--- src/rtl/fifo_counted.sv ---
// Single-clock FIFO with arbitrary depth, first-word-fall-through output,
// occupancy count, programmable almost-full/empty and sticky error flags.
module fifo_counted #(
  parameter  int DATA_WIDTH = 8,
  parameter  int DEPTH      = 16,
  parameter  int AF_LEVEL   = 12,
  parameter  int AE_LEVEL   = 2,
  localparam int CNT_WIDTH  = $clog2(DEPTH + 1),
  localparam int PTR_WIDTH  = $clog2(DEPTH)
) (
  input  logic                  CLK,
  input  logic                  RESET_N,
  input  logic                  ENABLE,
  input  logic                  FLUSH,
  input  logic [DATA_WIDTH-1:0] DATA_IN,
  input  logic                  PUSH,
  input  logic                  POP,
  input  logic                  CLR_ERR,
  output logic [DATA_WIDTH-1:0] DATA_OUT,
  output logic                  FULL,
  output logic                  EMPTY,
  output logic                  ALMOST_FULL,
  output logic                  ALMOST_EMPTY,
  output logic [CNT_WIDTH-1:0]  COUNT,
  output logic                  OVERFLOW,
  output logic                  UNDERFLOW
);

  localparam logic [CNT_WIDTH-1:0] DEPTH_C = CNT_WIDTH'(DEPTH);
  localparam logic [CNT_WIDTH-1:0] AF_C    = CNT_WIDTH'(AF_LEVEL);
  localparam logic [CNT_WIDTH-1:0] AE_C    = CNT_WIDTH'(AE_LEVEL);
  localparam logic [PTR_WIDTH-1:0] LAST_C  = PTR_WIDTH'(DEPTH - 1);

  logic [DATA_WIDTH-1:0] mem [DEPTH];

  logic [PTR_WIDTH-1:0] wr_ptr_q, wr_ptr_d, rd_ptr_q, rd_ptr_d;
  logic [CNT_WIDTH-1:0] count_q, count_d;
  logic full_q, full_d, empty_q, empty_d, af_q, af_d, ae_q, ae_d;
  logic ovf_q, ovf_d, unf_q, unf_d;
  logic active, accept_push, accept_pop, ovf_set, unf_set;

  // Explicit wrap so any depth works, not just powers of two.
  function automatic logic [PTR_WIDTH-1:0] ptr_inc(input logic [PTR_WIDTH-1:0] p);
    return (p == LAST_C) ? '0 : p + PTR_WIDTH'(1);
  endfunction

  always_comb begin
    active      = ENABLE && !FLUSH;
    accept_pop  = POP && !empty_q;
    accept_push = PUSH && (!full_q || POP);
    ovf_set     = active && PUSH && full_q && !POP;
    unf_set     = active && POP && empty_q;

    wr_ptr_d = wr_ptr_q;
    rd_ptr_d = rd_ptr_q;
    count_d  = count_q;
    if (ENABLE && FLUSH) begin
      wr_ptr_d = '0;
      rd_ptr_d = '0;
      count_d  = '0;
    end else if (active) begin
      if (accept_push) wr_ptr_d = ptr_inc(wr_ptr_q);
      if (accept_pop)  rd_ptr_d = ptr_inc(rd_ptr_q);
      count_d = count_q + CNT_WIDTH'(accept_push) - CNT_WIDTH'(accept_pop);
    end

    // Flags follow the next count so they line up with COUNT.
    full_d  = (count_d == DEPTH_C);
    empty_d = (count_d == '0);
    af_d    = (count_d >= AF_C);
    ae_d    = (count_d <= AE_C);

    // A new error in the same cycle as CLR_ERR wins.
    ovf_d = (ovf_q && !CLR_ERR) || ovf_set;
    unf_d = (unf_q && !CLR_ERR) || unf_set;
  end

  always_ff @(posedge CLK or negedge RESET_N) begin
    if (!RESET_N) begin
      wr_ptr_q <= '0;
      rd_ptr_q <= '0;
      count_q  <= '0;
      full_q   <= 1'b0;
      empty_q  <= 1'b1;
      af_q     <= 1'b0;
      ae_q     <= 1'b1;
      ovf_q    <= 1'b0;
      unf_q    <= 1'b0;
    end else begin
      wr_ptr_q <= wr_ptr_d;
      rd_ptr_q <= rd_ptr_d;
      count_q  <= count_d;
      full_q   <= full_d;
      empty_q  <= empty_d;
      af_q     <= af_d;
      ae_q     <= ae_d;
      ovf_q    <= ovf_d;
      unf_q    <= unf_d;
    end
  end

  // Storage has no reset so it can map onto RAM.
  always_ff @(posedge CLK) begin
    if (active && accept_push) mem[wr_ptr_q] <= DATA_IN;
  end

  assign DATA_OUT     = empty_q ? '0 : mem[rd_ptr_q];
  assign FULL         = full_q;
  assign EMPTY        = empty_q;
  assign ALMOST_FULL  = af_q;
  assign ALMOST_EMPTY = ae_q;
  assign COUNT        = count_q;
  assign OVERFLOW     = ovf_q;
  assign UNDERFLOW    = unf_q;

endmodule

--- config.mk ---
export PLATFORM = sky130hd
export DESIGN_NAME = fifo_counted
export DESIGN_NICKNAME = d
export VERILOG_FILES = /design/src/rtl/fifo_counted.sv
export SDC_FILE = /design/constraint.sdc
export NUM_CORES = 1
export LEC_CHECK = 0
export CAP_MARGIN = 30
export CORE_ASPECT_RATIO = 0.5
export CORE_UTILIZATION = 45
export CTS_CLUSTER_DIAMETER = 200
export DETAILED_ROUTE_END_ITERATION = 12
export PLACE_DENSITY = 0.7
export REMOVE_ABC_BUFFERS = 1
export SYNTH_ARGS = -nofsm -noshare
export SYNTH_HDL_FRONTEND = slang
export SYNTH_SLANG_ARGS = --single-unit
--- constraint.sdc ---
create_clock -name CLK -period 2.7 [get_ports CLK]
set_input_delay 0.405 -clock CLK [delete_from_list [all_inputs] [get_ports CLK]]
set_output_delay 0.405 -clock CLK [all_outputs]
set_load 0.01 [all_outputs]
### After elaboration in Yosys (flattened, before gate mapping)

Memory sizes are Yosys's and may differ from the RTL's.
Index checks and enable logic that the tools add are counted.

* memories kept: 1
* RAM bits: 128
* bits of input ports: 15
* output and inout port bits: 19
* flip-flop bits (word level): 19

Memories
* mem: words 16, bits a word 8, rd ports 1, clocked after Yosys merged registers in 0, wr ports 1, RTL line 34 `logic [DATA_WIDTH-1:0] mem [DEPTH];`

* $add $sub $neg: 4
* order comparisons: 2
* reductions and logical operators: 26
* equality and inequality tests: 3
* muxes and demuxes: 13

Operators by type and width (number)
* $mux 4: 8
* $logic_and 1x1->1: 12
* $mux 5: 2
* $add 4x1->4 const B: 2
* $eq 4x4->1 const B: 2
* $mux 8: 1
* $reduce_bool 2->1: 3
* $add 5x1->5: 1
* $eq 5x5->1 const B: 1
* $ge 5x4->1 const B: 1
* $le 5x2->1 const B: 1
* $logic_not 1->1: 5
* $logic_not 5->1: 1
* $sub 5x1->5: 1
* $reduce_and 2->1: 2
* $logic_or 1x1->1: 3
* $mux 1: 2

### Longest topological paths before layout

* word-level depth: 8
* depth in mapped cells: 13
* depth with buffers taken out: 13

### Worst setup path after synthesis

OpenSTA, ideal clock, no wires.

* path kind: input to register
* from: input port POP
* to: register ae_q (netlist: ALMOST_EMPTY)
* setup slack: -0.152 ns
* stages on the path: 13
* arrival time: 2.747 ns
* cell sequence: nand2b_1 and2_1 inv_1 ha_1 inv_1 ha_1 inv_1 fa_1 nand2b_2 o2bb2ai_2 xnor2_1 a221o_1 a2111oi_2

* longest elaborated chain between the ends: 7

Ends and longest elaborated chain
* start: declaration: RTL line 17 `input logic POP,`
* $logic_or 1x1->1: RTL line 50 `accept_push = PUSH && (!full_q || POP);`
* $logic_and 1x1->1: RTL line 50
* $add 5x1->5: RTL line 64 `count_d = count_q + CNT_WIDTH'(accept_push) - CNT_WIDTH'(accept_pop);`
* $sub 5x1->5 *: RTL line 64
* $mux 5 *: RTL line 61 `end else if (active) begin`
* $mux 5 *: RTL line 57 `if (ENABLE && FLUSH) begin`
* named net count_d[4]: RTL line 37 `logic [CNT_WIDTH-1:0] count_q, count_d;`
* $le 5x2->1 *: RTL line 71 `ae_d = (count_d <= AE_C);`
* named net ae_d: RTL line 38 `logic full_q, full_d, empty_q, empty_d, af_q, af_d, ae_q, ae_d;`
* end signal: assignment: RTL line 86 `ae_q <= 1'b1;`
* end signal: assignment: RTL line 96 `ae_q <= ae_d;`
* end: declaration: RTL line 38

The timed path passes the listed nets; every way through them passes the cells marked *.
A chain may end at the register's enable or synchronous reset.

### Worst setup path in the final report

* from: register rd_ptr_q[0]
* to: output port DATA_OUT[5]

* longest elaborated chain between the ends: 2

Ends and longest elaborated chain
* start: declaration: RTL line 36 `logic [PTR_WIDTH-1:0] wr_ptr_q, wr_ptr_d, rd_ptr_q, rd_ptr_d;`
* start signal: assignment: RTL line 91 `rd_ptr_q <= rd_ptr_d;`
* $mem_v2 16x8
* $mux 8: RTL line 107 `assign DATA_OUT = empty_q ? '0 : mem[rd_ptr_q];`
* end: declaration: RTL line 19 `output logic [DATA_WIDTH-1:0] DATA_OUT,`

Every way passes these cells.

==> flow_metrics.env <==
export IMPL_drt_iter0_drc=218
export IMPL_first_pass_iters=4
export IMPL_highest_layer="met4"
export IMPL_portBuffers=33
export IMPL_synth_edf_count=128
export IMPL_violations="setup timing"
export IMPL_fp_dieW_microns=166.3
export IMPL_cp_arrival_ns=2.44
export IMPL_place_area_sq_mm=0.006884
export IMPL_tightestPinTransition_ns=0.8868
export IMPL_fin_crit_sh_pct=105.2
export IMPL_final_common_cell="edfxtp_1"
export IMPL_ant_nets=0
export IMPL_ys_seq_area_share_pct=71.14
export IMPL_final_nets=453
export IMPL_netlist_area_sq_mm=0.006075
export IMPL_slew_headroom_pct=40.69
export IMPL_tritoncts="done"
export IMPL_netlist_instances=337
export IMPL_grt_pass1_vias=3681
export IMPL_cts_max_level=4
export IMPL_worst_path_max_fanout=8
export IMPL_grt_ovfl_total=0
export IMPL_rsz0062_at_grt="yes"
export IMPL_drv_cap=0
export IMPL_grt_usage_pct=20.21
export IMPL_antenna_found_initial=0
export IMPL_hpwl_mm=8.398
export IMPL_syn_avg_cell_area_sq_um=18.03
export IMPL_die_h_microns=84.16
export IMPL_ios=34
export IMPL_cts_root_buf="clkbuf_16"
export IMPL_p_leak_nw=2.685
export IMPL_hp_class="primary input to asynchronous set/reset pin"
export IMPL_drt_wirelength_per_cell_microns=21.38
export IMPL_holdWs_ns=0.4935
export IMPL_wl_met1_mm=5.319
export IMPL_rows=29
export IMPL_synth_seq_cells=147
export IMPL_final_cell_mix="128 x edfxtp_1, 48 x buf_4, 32 x mux4_2"
export IMPL_route_met3_wl_microns=801
export IMPL_synthArstFlopShare_pct=12.93
export IMPL_antenna_cells=0
export IMPL_critPathRequiredTime_ns=2.30
export IMPL_worstSetupPathType="flip-flop to output port"
export IMPL_clock_fmax_ghz=0.3520
export IMPL_fin_crit_ns=2.841
export IMPL_clk_pin_slew_ns=0.06
export IMPL_coreArea_sq_mm=0.01292
export IMPL_drc=0
export IMPL_start_util_pct=47.03
export IMPL_cts_made_buffers=17
export IMPL_fin_area_sq_mm=0.007784
export IMPL_fill_cells=932
export IMPL_crit_path_end_kind="output port"
export IMPL_setup_slack_ns=-0.1410
export IMPL_place_congestion=0.8052
export IMPL_ys_warn_count=0
export IMPL_drt_total_wl_mm=13.04
export IMPL_wl_met2_mm=6.828
export IMPL_drive_gt1_share_pct=32.27
export IMPL_outcome="finished with violations"
export IMPL_maxSlewViolCount=0
export IMPL_hold_viol_final=0
export IMPL_grt_max_degree=30
export IMPL_setup_violations=6
export IMPL_areaGrowthSynthToFinish_pct=28.14
export IMPL_start_kind="flip-flop"
export IMPL_clock_skew_ns=0.007275
export IMPL_clock_latency_ns=0.41
export IMPL_ir_drop_mv=0.6399
export IMPL_vias_per_cell=5.552
export IMPL_grt_pass1_wl_mm=20.67
export IMPL_die_area_sq_mm=0.01400
export IMPL_vias=3387
export IMPL_ys_types=43
export IMPL_p_per_area_mw_per_mm2=933.6
export IMPL_ff2ff_path_depth=14
export IMPL_clock_path_buffers=2
export IMPL_numClockSinks=147
export IMPL_ys_flop_type="edfxtp_1"
==> Yosys cell counts, types with 6 or more instances <==
cell type,instances,area share [%]
buf_2,6,0.49
dfrtp_1,17,7.0
edfxtp_1,128,63
ha_1,10,2.1
inv_1,12,0.74
mux2i_1,17,2.8
mux4_2,32,12
nand2_1,12,0.74
nor2_1,16,0.99
nor2b_1,6,0.62
nor3_1,7,0.58
o21ai_0,7,0.58
o22ai_1,12,1.2
==> critical path: stages (launching register included) <==
cell	delay [ns]
dfrtp_2	0.49
buf_6	0.19
mux4_2	0.53
mux2i_1	0.19
o22ai_1	0.12
clkdlybuf4s50_1	0.50
==> kinds of logic after synthesis <==
group,share of synthesized area (%)
flip-flops,71.14
AO/OA/AOI/OAI,4.572
adder cells (fa/ha/maj),2.389
buffers and inverters,2.039
XOR/XNOR,0.2884
AND/OR/NAND/NOR,4.902
multiplexers,14.67
==> path summary, 6_finish.rpt <==
check,from,to,slack [ns]
worst max-delay path,rd_ptr_q[0],DATA_OUT[5],-0.14
worst min-delay path,RESET_N,COUNT[3],0.49
worst max register to register,FULL,FULL,0.03
worst min register to register,OVERFLOW,OVERFLOW,0.54
max in group asynchronous,RESET_N,rd_ptr_q[0],1.60
min in group CLK,PUSH,OVERFLOW,0.51
==> area by class of cell <==
class	count	area (sq um)	share of cell area [%]
clock buffer	17	425.4	5.465
tap	170	212.7	2.733
multi-input combinational	161	1765	22.68
inverter	13	51.30	0.6591
sequential	147	4323	55.54
timing repair buffer	87	778.2	9.998
clock inverter	15	227.7	2.926
==> sequential cells by signal, summed over array words and instances (netlist names) <==
signal,flops
ALMOST_EMPTY,1
UNDERFLOW,1
mem,128
wr_ptr_q,4
FULL,1
ALMOST_FULL,1
COUNT,5
rd_ptr_q,4
OVERFLOW,1
EMPTY,1
==> per-stage QoR <==
step / cells / setup TNS, ns / power (mW) / setup WS, ns / util, %
5_1_grt: 610 / -0.9982 / 7.547 / -0.1970 / 60.26
4_1_cts: 607 / -0.4343 / 7.180 / -0.1457 / 59.77
6_report: 610 / -0.3523 / 7.267 / -0.1410 / 60.26
3_5_place_dp: 566 / -3.846 / 4.388 / -0.7667 / 53.29
2_1_floorplan: 321 / -0.5519 / 3.699 / -0.1518 / -
3_3_place_gp: 566 / -2.935 / 4.312 / -0.5911 / 53.29
==> where the power goes <==
| group | switching (mW) | internal [mW] |
|---|---|---|
| logic | 0.922 | 1.04 |
| clock network | 0.928 | 1.65 |
| registers | 0.130 | 2.59 |
==> timing repair <==
action                     in CTS  in global routing
pin swaps                       6                  8
setup endpoints to repair      13                 12
hold buffers                    0                  0
gates resized for setup        30                  9
setup buffers                   8                  3
gates cloned                    1                  0
==> layer usage <==
metal / global-route usage, % / vias to the layer above
li1: - / 1531
met1: 26.00 / 1749
met2: 34.87 / 93
met3: 4.149 / 14
met4: 6.734 / 0
met5: 0 / -
No activity file was read; power rests on OpenSTA's default activity.
==> variant: new RTL, config.mk and constraints unchanged <==
`DATA_WIDTH`: 8 -> 6.
--- a/src/rtl/fifo_counted.sv
+++ b/src/rtl/fifo_counted.sv
@@ -1,7 +1,7 @@
 // Single-clock FIFO with arbitrary depth, first-word-fall-through output,
 // occupancy count, programmable almost-full/empty and sticky error flags.
 module fifo_counted #(
-  parameter  int DATA_WIDTH = 8,
+  parameter  int DATA_WIDTH = 6,
   parameter  int DEPTH      = 16,
   parameter  int AF_LEVEL   = 12,
   parameter  int AE_LEVEL   = 2,
Interface: changed (resized DATA_IN and DATA_OUT); port bits go from 34 to 30. The function was not compared with the original's and may differ.
==> variant against the unedited design <==
- first-iteration DRC count is 25% higher
- synthesized area is 20% lower
- non-clock buffer count is 24 lower
- power is 20% lower
- setup slack better by 0.17 ns
- global-route usage is 0.25 points lower
- routed wire length is 21% lower
- sequential cell count is 32 lower
- final area is 21% lower
- die area is 20% lower
- synthesized cell count is 15% lower
- count of clock-buffer cells in the layout is 4 higher
- maximum frequency is 6.5% higher
- combinational power is 17% lower
- largest power group unchanged
==> variant: results <==
group,metric,value,unit
status,outcome,"completed",
sta,finalClockSkew,0.006245,ns
global_route,antenna_found_initial,0,
global_route,grt_use_total,19.96,%
global_route,grt_max_degree,25,
route,wl,10240,um
placed_design,hpwlAfterDp,6705,um
power_and_ir_drop,p_leak,2.211,nW
layout,nets,380,
worst_setup_path,worst_path_largest_cell_delay,0.52,ns
route,dr.first_iter.drc_count,272,
logic_synthesis,synth-async-reset-ratio,16.52,%
layout,regMostFlops,"mem",
placed_design,port_buffers,29,
placed_design,dpl.cell_count,471,
worst_setup_path,cp_top_family,"compound AO/OA/AOI/OAI gates",
placed_design,gp_congestion,0.8342,
logic_synthesis,ys_top_cells_by_area,"edfxtp_1, mux4_2, dfrtp_1, mux2i_1, ha_1",
route,routedWlPerCell,20.20,um
global_route,grt_pass1_wl,15610,um
cts,cts-buffers-inserted,17,
route,dr_total_vias,2778,
cts,worstSkewPairLatency,0.40,ns
logic_synthesis,synth_common_cells,"edfxtp_1, mux4_2, dfrtp_1, nor2_1, nand2_1",
cts,cts_max_level,4,
worst_setup_path,critPathArrivalTime,2.97,ns
logic_synthesis,synth-seq-area-share,69.19,%
route,drtPass1Iterations,4,
cts,cts_root_buf,"clkbuf_16",
sta,max_slew_margin,38.67,%
logic_synthesis,syn_area_per_cell,16.92,um2
worst_setup_path,crit_slowest_cell,"clkdlybuf4s50_1",
logic_synthesis,synth_cell_types,40,
cts,path_clk_slew,0.05,ns
power_and_ir_drop,ir_worst_vdd,0.5892,mV
layout,antenna_cells,0,
logic_synthesis,yosys_warnings,0,
cts,clk_path_buf_depth,2,
placed_design,preCtsSetupSlack,-0.6531,ns
placed_design,placed_area,0.005495,mm2
layout,drive_gt1_share,26.43,%
min_path,hp-class,"in2reg",
layout,largest_reg_flops,96,
worst_setup_path,critPathMaxFanout,2,
logic_synthesis,synth_edf_count,96,
variant: worst reg2reg max path, delay by kind of cell, from the launching register on:
| kind | cells | cell delay, ns |
|---|---|---|
| buffers and inverters | 3 | 0.22 |
| DFF | 1 | 0.55 |
| adders and majority gates | 3 | 0.68 |
| xor gates and xnor gates | 1 | 0.13 |
| and+or+nand+nor | 2 | 0.23 |
| AOI/OAI and AO/OA | 3 | 0.75 |
variant: where the power goes:
| part | switching (W) | internal [W] |
|---|---|---|
| Combinational | 0.000779 | 0.000854 |
| Sequential | 0.000103 | 0.00203 |
| Clock | 0.000710 | 0.00132 |
variant: layout make-up:
type / instances / area (um2)
fill: 745 / 4169
sequential: 115 / 3362
multi-input combinational: 145 / 1451
timing repair buffer: 63 / 601.8
clock buffer: 21 / 440.4
tap: 140 / 175.2
clock inverter: 9 / 90.09
inverter: 14 / 55.05
variant: cells by family (layout without fill, tap and decap cells):
kind of cell | count (synthesis) | after routing | share of synthesized area, %
buffers and inverters | 27 | 107 | 2.370
XOR/XNOR | 2 | 2 | 0.3607
adder cells (fa/ha/maj) | 11 | 11 | 2.988
AO/OA/AOI/OAI | 35 | 35 | 5.384
AND/OR/NAND/NOR | 60 | 60 | 5.899
flip-flops | 115 | 115 | 69.19
multiplexers | 37 | 37 | 13.81
variant: final timing paths:
path / slack, ns / cells after the start / end / startpoint
max: 0.03 / 13 / ALMOST_EMPTY$_DFF_PN1_ / PUSH
min: 0.45 / 3 / UNDERFLOW$_DFF_PN0_ / POP
max reg2reg: 0.03 / 12 / ALMOST_EMPTY$_DFF_PN1_ / EMPTY$_DFF_PN1_
min reg2reg: 0.55 / 2 / UNDERFLOW$_DFF_PN0_ / UNDERFLOW$_DFF_PN0_
max in group asynchronous: 1.56 / 1 / rd_ptr_q[0]$_DFFE_PN0P_ / RESET_N
min in group asynchronous: 0.51 / 1 / COUNT[0]$_DFF_PN0_ / RESET_N
variant: repair_timing:
item	4_1_cts	5_1_grt
hold buffers	0	0
buffers inserted	4	1
gates resized for setup	15	10
cloned	1	0
endpoints found under the setup margin	10	5
pin swaps	2	6
variant: through the flow:
step | hold WS (ns) | power [W] | util (%)
floorplan | 0.1094 | 0.003014 | -
global placement | 0.5310 | 0.003549 | 53.12
detailed placement | 0.5323 | 0.003597 | 53.12
CTS | 0.4412 | 0.005752 | 59.22
global route | 0.4620 | 0.006006 | 59.70
finish | 0.4535 | 0.005801 | 59.70
variant: layer usage:
| layer | vias up | GRT usage (%) | share of wire, % | routed length, um |
|---|---|---|---|---|
| met5 | - | 0 | 0 | 0 |
| met4 | 0 | 6.689 | 1.0 | 102 |
| met3 | 10 | 6.766 | 4.8 | 496 |
| met2 | 93 | 33.44 | 49 | 5034 |
| met1 | 1420 | 24.97 | 45 | 4606 |
| li1 | 1255 | - | - | - |
